$ cat src/rtl/baud_tick_gen_pkg.sv
// Shared constants and elaboration-time helpers for the baud tick generator.
package baud_pkg;

  localparam logic [3:0] SEL_CUSTOM    = 4'd15;
  localparam int         NUM_RATES_DEF = 13;

  // Ceiling log2; clog2(1) = 0.
  function automatic int clog2(input longint unsigned v);
    int r;
    r = 0;
    while ((64'd1 << r) < v) r++;
    return r;
  endfunction

  // Rounded clocks-per-bit for rate (base << sel).
  function automatic longint unsigned baud_div(input longint unsigned clk_hz,
                                               input longint unsigned base,
                                               input int              sel);
    longint unsigned rate;
    rate = base << sel;
    return (clk_hz + rate / 2) / rate;
  endfunction

endpackage

$ cat src/rtl/baud_tick_gen_if.sv
// Config-side bundle: rate select / load in, divisor, strobes and error out.
interface baud_tick_gen_if #(
  parameter int CNT_W = 18
);
  logic             En;
  logic             Load;
  logic [3:0]       Baudsel;
  logic [CNT_W-1:0] Div_in;
  logic [CNT_W-1:0] Baud_val;
  logic             Os_tick;
  logic             Bit_tick;
  logic             Cfg_err;

  modport master (
    output En, Load, Baudsel, Div_in,
    input  Baud_val, Os_tick, Bit_tick, Cfg_err
  );

  modport slave (
    input  En, Load, Baudsel, Div_in,
    output Baud_val, Os_tick, Bit_tick, Cfg_err
  );
endinterface

$ cat src/rtl/baud_tick_gen_frac_acc.sv
// Fractional accumulator: OVERSAMPLE strobes per div_i clocks, exact on average,
// plus a modulo-OVERSAMPLE counter that marks every bit boundary.
module baud_frac_acc
  import baud_pkg::*;
#(
  parameter int CNT_W      = 18,
  parameter int OVERSAMPLE = 16
) (
  input  logic             Clk,
  input  logic             Rst,
  input  logic             en_i,
  input  logic             clr_i,
  input  logic [CNT_W-1:0] div_i,
  output logic             os_tick_o,
  output logic             bit_tick_o
);

  localparam int OS_CW = (clog2(OVERSAMPLE) < 1) ? 1 : clog2(OVERSAMPLE);
  localparam logic [CNT_W:0]   OS_INC  = (CNT_W+1)'(OVERSAMPLE);
  localparam logic [OS_CW-1:0] OS_LAST = OS_CW'(OVERSAMPLE - 1);

  logic [CNT_W-1:0] acc_q, acc_d;
  logic [OS_CW-1:0] os_cnt_q, os_cnt_d;
  logic             os_tick_q, os_tick_d;
  logic             bit_tick_q, bit_tick_d;
  logic [CNT_W:0]   sum;

  // Next state: clear on accepted load, step when enabled, otherwise hold.
  always_comb begin
    sum        = {1'b0, acc_q} + OS_INC;
    acc_d      = acc_q;
    os_cnt_d   = os_cnt_q;
    os_tick_d  = 1'b0;
    bit_tick_d = 1'b0;
    if (clr_i) begin
      acc_d    = '0;
      os_cnt_d = '0;
    end else if (en_i) begin
      if (sum >= {1'b0, div_i}) begin
        // acc < div always, so sum - div fits back into CNT_W bits
        acc_d     = CNT_W'(sum - {1'b0, div_i});
        os_tick_d = 1'b1;
        if (os_cnt_q == OS_LAST) begin
          os_cnt_d   = '0;
          bit_tick_d = 1'b1;
        end else begin
          os_cnt_d = os_cnt_q + OS_CW'(1);
        end
      end else begin
        acc_d = CNT_W'(sum);
      end
    end
  end

  // State and registered strobes.
  always_ff @(posedge Clk or posedge Rst) begin
    if (Rst) begin
      acc_q      <= '0;
      os_cnt_q   <= '0;
      os_tick_q  <= 1'b0;
      bit_tick_q <= 1'b0;
    end else begin
      acc_q      <= acc_d;
      os_cnt_q   <= os_cnt_d;
      os_tick_q  <= os_tick_d;
      bit_tick_q <= bit_tick_d;
    end
  end

  assign os_tick_o  = os_tick_q;
  assign bit_tick_o = bit_tick_q;

endmodule

$ cat src/rtl/baud_tick_gen.sv
// Baud tick generator top: rate table, load validation, sticky config error,
// and the fractional accumulator that produces Os_tick / Bit_tick.
module baud_tick_gen
  import baud_pkg::*;
#(
  parameter int unsigned CLK_HZ     = 50_000_000,
  parameter int unsigned BASE_BAUD  = 300,
  parameter int          NUM_RATES  = NUM_RATES_DEF,
  parameter int          OVERSAMPLE = 16,
  parameter int          CNT_W      = 18
) (
  input  logic          Clk,
  input  logic          Rst,
  baud_tick_gen_if.slave bus
);

  localparam logic [CNT_W-1:0] DIV0   = CNT_W'(baud_div(CLK_HZ, BASE_BAUD, 0));
  localparam logic [CNT_W-1:0] OS_MIN = CNT_W'(OVERSAMPLE);

  logic [CNT_W-1:0] tbl [NUM_RATES];
  logic [CNT_W-1:0] cand_tbl, cand;
  logic [CNT_W-1:0] baud_val_q, baud_val_d;
  logic             cfg_err_q, cfg_err_d;
  logic             load_pend_q;
  logic             is_custom, sel_ok, load_ev, accept, reject;
  logic             os_tick, bit_tick;

  // Divisor table, fixed at elaboration.
  for (genvar i = 0; i < NUM_RATES; i++) begin : g_tbl
    localparam longint unsigned D = baud_div(CLK_HZ, BASE_BAUD, i);
    assign tbl[i] = CNT_W'(D);
  end

  // Table lookup by compare so reserved selects never index past the table.
  always_comb begin
    cand_tbl = '0;
    for (int i = 0; i < NUM_RATES; i++)
      if (32'(bus.Baudsel) == 32'(i)) cand_tbl = tbl[i];
  end

  // Load validation: a reserved select or too-small divisor is rejected.
  always_comb begin
    is_custom = (bus.Baudsel == SEL_CUSTOM);
    sel_ok    = is_custom || (32'(bus.Baudsel) < 32'(NUM_RATES));
    cand      = is_custom ? bus.Div_in : cand_tbl;
    load_ev   = bus.Load | load_pend_q;
    accept    = load_ev & sel_ok & (cand >= OS_MIN);
    reject    = load_ev & ~accept;
    baud_val_d = accept ? cand : baud_val_q;
    cfg_err_d  = cfg_err_q | reject;
  end

  // Divisor, sticky error, and the one-shot load after reset release.
  always_ff @(posedge Clk or posedge Rst) begin
    if (Rst) begin
      baud_val_q  <= DIV0;
      cfg_err_q   <= 1'b0;
      load_pend_q <= 1'b1;
    end else begin
      baud_val_q  <= baud_val_d;
      cfg_err_q   <= cfg_err_d;
      load_pend_q <= 1'b0;
    end
  end

  // Any load cycle, accepted or not, freezes the accumulator for that clock.
  baud_frac_acc #(
    .CNT_W      (CNT_W),
    .OVERSAMPLE (OVERSAMPLE)
  ) u_acc (
    .Clk        (Clk),
    .Rst        (Rst),
    .en_i       (bus.En & ~load_ev),
    .clr_i      (accept),
    .div_i      (baud_val_q),
    .os_tick_o  (os_tick),
    .bit_tick_o (bit_tick)
  );

  assign bus.Baud_val = baud_val_q;
  assign bus.Cfg_err  = cfg_err_q;
  assign bus.Os_tick  = os_tick;
  assign bus.Bit_tick = bit_tick;

endmodule

$ cat src/flat_wrapper.sv
// flat-port wrapper written by rule: the top's interface ports become plain ports
module baud_tick_gen_flat import baud_pkg::*;
#(
  parameter int unsigned CLK_HZ     = 50_000_000,
  parameter int unsigned BASE_BAUD  = 300,
  parameter int          NUM_RATES  = NUM_RATES_DEF,
  parameter int          OVERSAMPLE = 16,
  parameter int          CNT_W      = 18
)
  (Clk, Rst, bus_En, bus_Load, bus_Baudsel, bus_Div_in, bus_Baud_val, bus_Os_tick, bus_Bit_tick, bus_Cfg_err);
  baud_tick_gen_if #(.CNT_W(CNT_W)) bus_i ();
  input  logic Clk;
  input  logic Rst;
  input wire logic [$bits(bus_i.En)-1:0] bus_En;
  input wire logic [$bits(bus_i.Load)-1:0] bus_Load;
  input wire logic [$bits(bus_i.Baudsel)-1:0] bus_Baudsel;
  input wire logic [$bits(bus_i.Div_in)-1:0] bus_Div_in;
  output wire logic [$bits(bus_i.Baud_val)-1:0] bus_Baud_val;
  output wire logic [$bits(bus_i.Os_tick)-1:0] bus_Os_tick;
  output wire logic [$bits(bus_i.Bit_tick)-1:0] bus_Bit_tick;
  output wire logic [$bits(bus_i.Cfg_err)-1:0] bus_Cfg_err;
  assign bus_i.En = bus_En;
  assign bus_i.Load = bus_Load;
  assign bus_i.Baudsel = bus_Baudsel;
  assign bus_i.Div_in = bus_Div_in;
  assign bus_Baud_val = bus_i.Baud_val;
  assign bus_Os_tick = bus_i.Os_tick;
  assign bus_Bit_tick = bus_i.Bit_tick;
  assign bus_Cfg_err = bus_i.Cfg_err;
  baud_tick_gen #(.CLK_HZ(CLK_HZ), .BASE_BAUD(BASE_BAUD), .NUM_RATES(NUM_RATES), .OVERSAMPLE(OVERSAMPLE), .CNT_W(CNT_W)) u_core (.Clk(Clk), .Rst(Rst), .bus(bus_i));
endmodule
$ cat config.mk
export PLATFORM = sky130hd
export DESIGN_NAME = baud_tick_gen_flat
export DESIGN_NICKNAME = d
export VERILOG_FILES = /design/src/rtl/baud_tick_gen_pkg.sv /design/src/rtl/baud_tick_gen_if.sv /design/src/rtl/baud_tick_gen_frac_acc.sv /design/src/rtl/baud_tick_gen.sv /design/src/flat_wrapper.sv
export SDC_FILE = /design/constraint.sdc
export NUM_CORES = 1
export LEC_CHECK = 0
export ABC_AREA = 1
export ABC_CLOCK_PERIOD_IN_PS = 6000
export CORE_ASPECT_RATIO = 0.6
export CORE_UTILIZATION = 40
export CTS_CLUSTER_SIZE = 8
export DETAILED_ROUTE_END_ITERATION = 8
export PLACE_DENSITY_LB_ADDON = 0.05
export REMOVE_ABC_BUFFERS = 1
export SYNTH_ARGS = -nofsm -noshare
export SYNTH_HDL_FRONTEND = slang
export SYNTH_SLANG_ARGS = --single-unit
export TNS_END_PERCENT = 10
$ cat constraint.sdc
create_clock -name Clk -period 6 [get_ports Clk]
set_clock_uncertainty 0.2 [all_clocks]
set_input_delay 0.9 -clock Clk [delete_from_list [all_inputs] [get_ports Clk]]
set_output_delay 0.9 -clock Clk [all_outputs]
set_load 0.02 [all_outputs]
==> results by group, run 1 <==
STA
  – Slew Limit Fails: 0
  – Crit path time final: 3.86 ns
  – Setup TNS: 0 ns
  – Setup Viol. Count Final: 0
  – FMAX: 259 MHz
  – RSZ-0062 raised after global routing: no
  – Worst slew pin tran: 0.998 ns
  – Crit share post-route: 64.4%
  – Final Hold Fails: 0
  – Slew headroom: 33.3%
  – Hold Slack: 0.275 ns

Power and ir drop
  – Leakage: 2.51 nW
  – Worst VDD drop: 0.149 mV
  – P per Cell Area: 384 nW/um^2

Placement
  – Gpl congestion: 0.920
  – DP Area: 4470 um^2
  – Port buffer count: 46
  – Final HPWL DP: 9410 um

Setup path
  – Worst reg-to-reg setup slack: 2.14 ns
  – Critical Path Start Type: register
  – CP most frequent cell: nand2_1
  – Crit path cell chain: nand3_1 > nor2_1 > nand3_1 > xor2_1 > inv_1 > ha_1 > nand2_1 > nor2_1 > inv_1 > nor2_1 > nand2_1 > nand3_1 > nand2_1 > nand3_2 > nand2_2 > inv_2 > nand2_1 > nand2_1
  – Worst Path Arrival: 3.90 ns
  – R2R depth: 18
  – Critical path's largest stage delay: 0.45 ns
  – Critical Path Sink Type: register
  – Slowest CP cell: dfrtp_1
  – Critical path type: register to register
  – Crit-path max FO: 16
  – CP Data Required Time: 6.03 ns

Clocking
  – CTS H-tree depth: 2
  – Clk_lat worst skew: 0.29 ns
  – Post-CTS sizing: 0
  – Num CTS Buffers: 5
  – Post CTS Setup Buffer Count: 0
  – CTS Sinks: 44
  – CTS tree: built
  – CTS Hold Buffers Added: 0
  – CTS root buf: clkbuf_16
  – Clock Tree Buf Depth: 2
  – CTS clk-pin slew, worst paths: 0.07 ns

Yosys
  – Sequential area share after synthesis: 28.2%
  – Synthesized cell area: 3940 um^2
  – Syn. warnings: 0
  – Mapped Cells: 623
  – Syn avg cell area: 6.32 um^2
  – Main synth FF type: dfrtp_1
  – Post-synthesis register bit count: 44
  – Ys async rst share: 100%
  – Post-synth EDFFs: 0
  – Synth unique cells: 37

Layout
  – Area occupied by registers: 1110 um^2
  – Fillcell total: 1020
  – Nets@finish: 707
  – Multi-input gate area: 2380 um^2
  – Share of cells above drive strength 1: 6.81%
  – Cell area after layout: 4640 um^2
  – Syn-to-layout area delta: 17.8%
  – Antenna cells: 0

Route
  – Initial DRC count: 261
  – Vias per cell: 5.08
  – 1st-pass router iterations: 5
  – WL/cell: 14.7 um
  – DR DRC count: 0
  – DRT antenna net count: 0
  – Vias: 4016
  – Drt total wl: 11700 um

GRT
  – All-layer global routing usage: 24.8%
  – Largest net degree at the start of global routing: 49
  – Number of global-route vias before repair: 3784
  – Antenna violations before repair: 0
  – Aggregate global routing overflow: 0
  – First-pass GRT wire length: 19400 um

Floorplan
  – Initial core utilization: 42.1%
  – I/O pins: 47
  – Die Footprint: 10300 um^2
  – Core region area: 9360 um^2
  – Chip height: 78.9 um
  – Cell row count: 27
  – Die X: 130 um

Run
  – MaxCap Viol Count: 0

Hold path
  – Worst min path class: register to register
  – Worst hold path cell count: 2

Status
  – Outcome: complete, no violations
-- cell usage in the layout, fill, tap and decap left out, types with 9 or more instances in the layout --
master and instances:
xor2_1 11, ha_1 20, nand2_1 232, a21oi_1 12, o21ai_1 11, dfstp_2 9, inv_1 83, nand4_1 19
nand3_1 62, nor2_1 53, clkdlybuf4s50_1 46, dfrtp_1 35, nand3_2 12
-- cell families (layout without fill, tap and decap cells) --
kind of cell / after synthesis / after routing / share of synthesized area (%)
compound gates: 37 / 37 / 5.18
other cells: 1 / 1 / 0.0952
simple gates: 395 / 395 / 44.5
flops: 44 / 44 / 28.2
fa+ha+maj: 21 / 21 / 6.86
xor+xnor: 17 / 17 / 3.78
buf+inv: 108 / 146 / 11.4
-- metrics by stage --
stage	setup WS, ns	total power, mW	std cells	utilization (%)
3_3_place_gp	2.00	1.43	783	47.7
2_1_floorplan	2.86	1.15	605	-
5_1_grt	1.77	1.95	791	49.6
4_1_cts	2.24	1.77	791	49.6
6_report	2.14	1.78	791	49.6
3_5_place_dp	2.03	1.43	783	47.7
-- registers in the layout (all words and copies together), names as in the netlist --
signal,flops
u_core.bus.Baud_val,18
u_core.u_acc.acc_q,18
u_core.u_acc.os_cnt_q,4
u_core.bus.Cfg_err,1
u_core.u_acc.bit_tick_o,1
u_core.load_pend_q,1
u_core.u_acc.os_tick_o,1
-- worst paths after layout --
path | from | to
setup reg to reg | u_core.u_acc.acc_q[6] | u_core.u_acc.os_cnt_q[2]
hold reg to reg | u_core.bus.Baud_val[9] | u_core.bus.Baud_val[9]
hold / removal | u_core.bus.Baud_val[9] | u_core.bus.Baud_val[9]
setup / recovery | u_core.u_acc.acc_q[6] | u_core.u_acc.os_cnt_q[2]
min in group asynchronous | Rst | u_core.u_acc.acc_q[6]
max in group asynchronous | Rst | u_core.bus.Baud_val[12]
-- area by class of cell --
class | instances | share of cell area [%]
clock buffer | 5 | 2.70
clock inverter | 3 | 0.998
inverter | 90 | 7.28
multi-input combinational | 471 | 51.3
sequential | 44 | 24.0
tap | 130 | 3.51
timing repair buffer | 48 | 10.2
-- Yosys cell counts (3+ instances only) --
| master | count | area, um^2 |
|---|---|---|
| nand2_1 | 232 | 871 |
| inv_1 | 84 | 315 |
| nand3_1 | 62 | 310 |
| nor2_1 | 53 | 199 |
| dfrtp_1 | 35 | 876 |
| ha_1 | 20 | 250 |
| nand4_1 | 19 | 119 |
| a21oi_1 | 12 | 60.1 |
| nand3_2 | 12 | 120 |
| o21ai_1 | 11 | 55.1 |
| xor2_1 | 11 | 96.3 |
| buf_2 | 10 | 50.1 |
| dfstp_2 | 9 | 236 |
| o21ai_0 | 6 | 30.0 |
| xnor2_1 | 6 | 52.6 |
| inv_2 | 5 | 18.8 |
| nand3b_1 | 5 | 37.5 |
| clkbuf_1 | 4 | 15.0 |
| nand2_2 | 4 | 25.0 |
| o21bai_1 | 3 | 22.5 |
-- routing by layer --
metal	global-route usage (%)	vias up	routed length, um	share of wire, %
met3	4.65	7	848	7.3
met4	4.19	0	70	0.60
met2	32.8	102	4260	36
li1	-	2036	-	-
met1	40.5	1871	6490	56
met5	0	-	0	0
-- power by group --
| group | switching (mW) | internal [mW] |
|---|---|---|
| logic | 0.683 | 0.365 |
| registers | 0.0563 | 0.349 |
| clock network | 0.130 | 0.198 |
-- critical path, delay by kind of cell (launching register included) --
family | cells | cell delay [ns]
XOR/XNOR | 1 | 0.24
adder cells (fa/ha/maj) | 1 | 0.39
buffers and inverters | 3 | 0.30
flip-flops | 1 | 0.45
AND/OR/NAND/NOR | 13 | 2.19
Note: power is estimated with default switching activity, not from simulation.
==> run 2: changes to the inputs <==
--- a/config.mk
+++ b/config.mk
@@ -6,7 +6,7 @@
 export NUM_CORES = 1
 export LEC_CHECK = 0
 export ABC_AREA = 1
-export ABC_CLOCK_PERIOD_IN_PS = 6000
+export ABC_CLOCK_PERIOD_IN_PS = 3750
 export CORE_ASPECT_RATIO = 0.6
 export CORE_UTILIZATION = 40
 export CTS_CLUSTER_SIZE = 8
==> constraint.sdc (replaced) <==
create_clock -name Clk -period 3.75 [get_ports Clk]
set_clock_uncertainty 0.2 [all_clocks]
set_input_delay 0.5625 -clock Clk [delete_from_list [all_inputs] [get_ports Clk]]
set_output_delay 0.5625 -clock Clk [all_outputs]
set_load 0.02 [all_outputs]
==> run 2 against run 1 <==
  * Critical path depth increased by 1
  * Non-clock buffer count grew 5
  * Die area stayed put
  * Maximum frequency grew 12%
  * Clock power is 39% higher
  * Routed wire length fell by 2.6%
  * Power rose by 59%
  * Cell count increased by 0.63%
  * Hold slack is essentially flat
==> results by group, run 2 (same netlist as run 1, synthesis figures left out) <==
STA
  – Final Hold Fails: 0
  – Crit share post-route: 91.9%
  – Crit path time final: 3.45 ns
  – Slew Limit Fails: 0
  – RSZ-0062 raised after global routing: no
  – Worst slew pin tran: 0.955 ns
  – Setup slack after layout: 0.303 ns
  – Setup Viol. Count Final: 0
  – Slew headroom: 36.2%
  – FMAX: 290 MHz
  – Setup TNS: 0 ns
  – Hold Slack: 0.276 ns

Hold path
  – Hold path start: u_core.bus.Baud_val[17]
  – Worst hold path cell count: 2
  – Worst min path class: register to register

Route
  – DR DRC count: 0
  – Vias per cell: 5.00
  – Initial DRC count: 378
  – Drt total wl: 11400 um
  – WL met2: 4120 um
  – WL met1: 6420 um
  – Vias: 3981
  – 1st-pass router iterations: 7
  – Met3 Wirelength: 752 um
  – WL/cell: 14.3 um
  – DRT antenna net count: 0
  – Max Used Layer: met4

GRT
  – Aggregate global routing overflow: 0
  – Number of global-route vias before repair: 3664
  – All-layer global routing usage: 23.8%
  – First-pass GRT wire length: 18600 um
  – Antenna violations before repair: 0
  – Largest net degree at the start of global routing: 45

Setup path
  – Worst reg-to-reg setup slack: 0.30 ns
  – Crit path launch: u_core.u_acc.acc_q[4]
  – Critical Path Sink: u_core.u_acc.acc_q[3]
  – CP Data Required Time: 3.78 ns
  – Critical Path Sink Type: register
  – Worst Path Arrival: 3.48 ns
  – Crit-path max FO: 10
  – Critical Path Start Type: register
  – Reg-to-reg critical path endpoint: u_core.u_acc.acc_q[3]
  – R2R Path Start: u_core.u_acc.acc_q[4]
  – Critical path type: register to register
  – R2R depth: 19

Floorplan
  – Initial core utilization: 42.1%
  – Die Footprint: 10300 um^2
  – Core region area: 9360 um^2
  – Cell row count: 27
  – Die X: 130 um
  – I/O pins: 47
  – Chip height: 78.9 um

Clocking
  – CTS clk-pin slew, worst paths: 0.07 ns
  – CTS Sinks: 44
  – CTS Hold Buffers Added: 0
  – Clk_lat worst skew: 0.29 ns
  – CTS root buf: clkbuf_16
  – CTS tree: built
  – Clock Tree Buf Depth: 2
  – Post CTS Setup Buffer Count: 0
  – Num CTS Buffers: 5
  – CTS H-tree depth: 2
  – Post-CTS sizing: 0

Layout
  – Syn-to-layout area delta: 18.7%
  – Nets@finish: 712
  – Area occupied by registers: 1110 um^2
  – Share of cells above drive strength 1: 7.66%
  – Leading cell type in the layout, fill and taps excluded: nand2_1
  – Antenna cells: 0
  – Fillcell total: 968
  – Most frequent cells in the layout: nand2_1, inv_1, nand3_1
  – Multi-input gate area: 2390 um^2

Status
  – Outcome: complete, no violations

Power and ir drop
  – Leakage: 2.53 nW
  – Worst VDD drop: 0.234 mV
  – Tot Pwr: 2.82 mW
  – P per Cell Area: 604 nW/um^2

Placement
  – Port buffer count: 46
  – DP Worst Slack: 0.292 ns
  – Gpl congestion: 1.02
  – Final HPWL DP: 9140 um

Run
  – MaxCap Viol Count: 0
-- run 2: layer usage --
layer,up-vias,GRT usage (%)
met3,7,4.25
li1,2053,-
met4,0,3.60
met5,-,0
met1,1808,38.7
met2,113,32.1
-- run 2: layout make-up --
type / instances / area share [%]
flip-flops and latches: 44 / 23.8
well taps: 130 / 3.48
clock buffers: 7 / 3.05
clock inverters: 1 / 0.161
multi-input cells: 471 / 51.1
repair buffers: 53 / 11.2
inverters: 90 / 7.23
-- run 2: metrics by stage --
stage          instances  instance area [um^2]  util [%]
2_1_floorplan        605                  3830         -
3_3_place_gp         788                  4520      48.3
3_5_place_dp         788                  4520      48.3
4_1_cts              796                  4670      49.9
5_1_grt              796                  4680      50.0
6_report             796                  4680      50.0
-- run 2: worst max-delay path: stages, from the launching register on --
cell     delay (ns)
dfrtp_1        0.44
ha_1           0.23
nand3_2        0.17
inv_1          0.13
nand2_1        0.08
xor2_1         0.19
inv_1          0.08
ha_1           0.38
nand2_1        0.13
nor2_1         0.18
inv_1          0.05
nor2_1         0.12
nand2_1        0.07
nand3_1        0.12
nand2_1        0.09
nand3_2        0.20
nand2_2        0.19
inv_2          0.18
nand2_1        0.07
nand2_1        0.07
-- run 2: where the power goes --
| part | total [mW] | switching (mW) | internal (mW) |
|---|---|---|---|
| clock network | 0.456 | 0.190 | 0.266 |
| registers | 0.647 | 0.0892 | 0.558 |
| logic | 1.72 | 1.10 | 0.623 |
-- run 2: how the worst min path moves through the flow --
stage                                    to  slack (ns)
detailed placement  u_core.bus.Baud_val[17]        0.27
finish              u_core.bus.Baud_val[17]        0.28
CTS                 u_core.bus.Baud_val[15]        0.28
floorplan             u_core.u_acc.acc_q[0]        0.27
global route        u_core.bus.Baud_val[17]        0.29
global placement     u_core.bus.Baud_val[9]        0.26
==> run 3: changes to the inputs <==
--- a/config.mk
+++ b/config.mk
@@ -8,10 +8,10 @@
 export ABC_AREA = 1
 export ABC_CLOCK_PERIOD_IN_PS = 3750
 export CORE_ASPECT_RATIO = 0.6
-export CORE_UTILIZATION = 40
+export CORE_UTILIZATION = 50
 export CTS_CLUSTER_SIZE = 8
 export DETAILED_ROUTE_END_ITERATION = 8
-export PLACE_DENSITY_LB_ADDON = 0.05
+export PLACE_DENSITY = 0.73
 export REMOVE_ABC_BUFFERS = 1
 export SYNTH_ARGS = -nofsm -noshare
 export SYNTH_HDL_FRONTEND = slang
==> run 3 against run 2 <==
  * Sequential power about the same
  * First-iteration DRC count rose by 19%
  * Flip-flop and latch count unchanged
  * Maximum frequency is 4.2% higher
  * Core utilization increased by 13 points
==> results by group, run 3 (same netlist as run 1, synthesis figures left out) <==
Route
  – Vias: 4091
  – Initial DRC count: 451
  – DR DRC count: 0
  – Drt total wl: 10900 um
  – 1st-pass router iterations: 5
  – Vias per cell: 5.31
  – WL/cell: 14.2 um
  – DRT antenna net count: 0

Setup path
  – Reg-to-reg critical path endpoint: u_core.u_acc.os_cnt_q[1]
  – R2R depth: 16
  – Worst reg-to-reg setup slack: 0.44 ns
  – CP Data Required Time: 3.73 ns
  – Critical Path Start Type: register
  – Critical Path Sink Type: register
  – Crit-path max FO: 10
  – R2R Path Start: u_core.u_acc.acc_q[5]
  – Critical path type: register to register
  – Worst Path Arrival: 3.29 ns
  – Crit path launch: u_core.u_acc.acc_q[5]

Hold path
  – Worst hold path cell count: 1
  – Worst min path class: register to register
  – Worst hold endpoint: u_core.bus.Cfg_err
  – Hold path start: u_core.bus.Cfg_err

Layout
  – Syn-to-layout area delta: 18.4%
  – Antenna cells: 0
  – Most frequent cells in the layout: nand2_1, inv_1, nand3_1
  – Fillcell total: 730
  – Leading cell type in the layout, fill and taps excluded: nand2_1
  – Share of cells above drive strength 1: 7.50%
  – Cell area after layout: 4660 um^2
  – Final instance count without filler cells: 771
  – Nets@finish: 713

Power and ir drop
  – P per Cell Area: 613 nW/um^2
  – Worst VDD drop: 0.281 mV
  – Tot Pwr: 2.86 mW
  – Leakage: 2.54 nW

Placement
  – Port buffer count: 46
  – DP Cell Count: 763
  – Final HPWL DP: 8780 um
  – Gpl congestion: 1.00
  – DP Area: 4490 um^2

STA
  – Crit path time final: 3.31 ns
  – Hold Slack: 0.279 ns
  – Worst slew pin tran: 0.714 ns
  – Slew Limit Fails: 0
  – Final Hold Fails: 0
  – Setup TNS: 0 ns
  – Crit share post-route: 88.2%
  – Slew headroom: 52.1%
  – RSZ-0062 raised after global routing: no
  – FMAX: 302 MHz
  – Setup Viol. Count Final: 0

Clocking
  – CTS Hold Buffers Added: 0
  – Clock Tree Buf Depth: 2
  – Post-CTS sizing: 0
  – CTS root buf: clkbuf_16
  – CTS Sinks: 44
  – CTS clk-pin slew, worst paths: 0.07 ns
  – Post CTS Setup Buffer Count: 0
  – CTS tree: built
  – CTS H-tree depth: 2
  – Clk_lat worst skew: 0.29 ns
  – Num CTS Buffers: 5

GRT
  – Antenna violations before repair: 0
  – Number of global-route vias before repair: 3781
  – First-pass GRT wire length: 18100 um
  – Aggregate global routing overflow: 0
  – All-layer global routing usage: 28.1%
  – Largest net degree at the start of global routing: 41

Status
  – Outcome: complete, no violations

Floorplan
  – Core region area: 7450 um^2
  – Cell row count: 24
  – I/O pins: 47
  – Chip height: 70.8 um
  – Initial core utilization: 52.9%
  – Die X: 117 um
  – Die Footprint: 8250 um^2

Run
  – MaxCap Viol Count: 0
-- run 3: worst max-delay path, stage by stage, from the launching register on --
cell and delay [ns]:
dfrtp_1 0.42, ha_1 0.22, nand3_1 0.19, nor2_1 0.24, xor2_1 0.21, inv_1 0.08, ha_1 0.35, nand2_1 0.12
inv_1 0.06, a21oi_1 0.19, nand3_1 0.19, nand3_2 0.14, nand3_2 0.14, nand2_2 0.22, inv_2 0.11, nand2_1 0.07
nand2_1 0.05
-- run 3: cell type report --
type | instances | area (um^2) | share of cell area, %
timing repair buffer | 54 | 533 | 11.4
multi-input combinational | 471 | 2380 | 51.0
sequential | 44 | 1110 | 23.8
clock buffer | 5 | 125 | 2.68
tap | 104 | 130 | 2.79
clock inverter | 3 | 46.3 | 0.992
inverter | 90 | 338 | 7.24
-- run 3: report_power, final --
part	internal [mW]	total [mW]	switching [mW]	leakage, nW
sequential	0.558	0.645	0.0868	0.568
combinational	0.621	1.70	1.08	1.89
clock	0.317	0.517	0.200	0.0804
total	1.50	2.86	1.36	2.54
-- run 3: worst max-delay path by stage --
stage          cells past startpoint  slack (ns)                       end
2_1_floorplan                     18        0.61     u_core.u_acc.acc_q[1]
3_3_place_gp                      16        0.56     u_core.u_acc.acc_q[2]
3_5_place_dp                      16        0.51  u_core.u_acc.os_cnt_q[1]
4_1_cts                           16        0.48  u_core.u_acc.os_cnt_q[1]
5_1_grt                           19        0.09  u_core.u_acc.os_cnt_q[3]
6_report                          16        0.44  u_core.u_acc.os_cnt_q[1]
-- run 3: per-stage QoR --
step / setup slack, ns / util [%]
6_report: 0.443 / 62.6
5_1_grt: 0.0931 / 62.6
4_1_cts: 0.475 / 62.6
3_5_place_dp: 0.510 / 60.3
3_3_place_gp: 0.564 / 60.3
2_1_floorplan: 0.612 / -
-- run 3: metal layers --
metal	global-route usage [%]	up-vias	part of all wire (%)
li1	-	2045	-
met1	44.1	1864	53
met2	38.7	168	38
met3	7.11	14	8.4
met4	4.64	0	0.92
met5	0	-	0
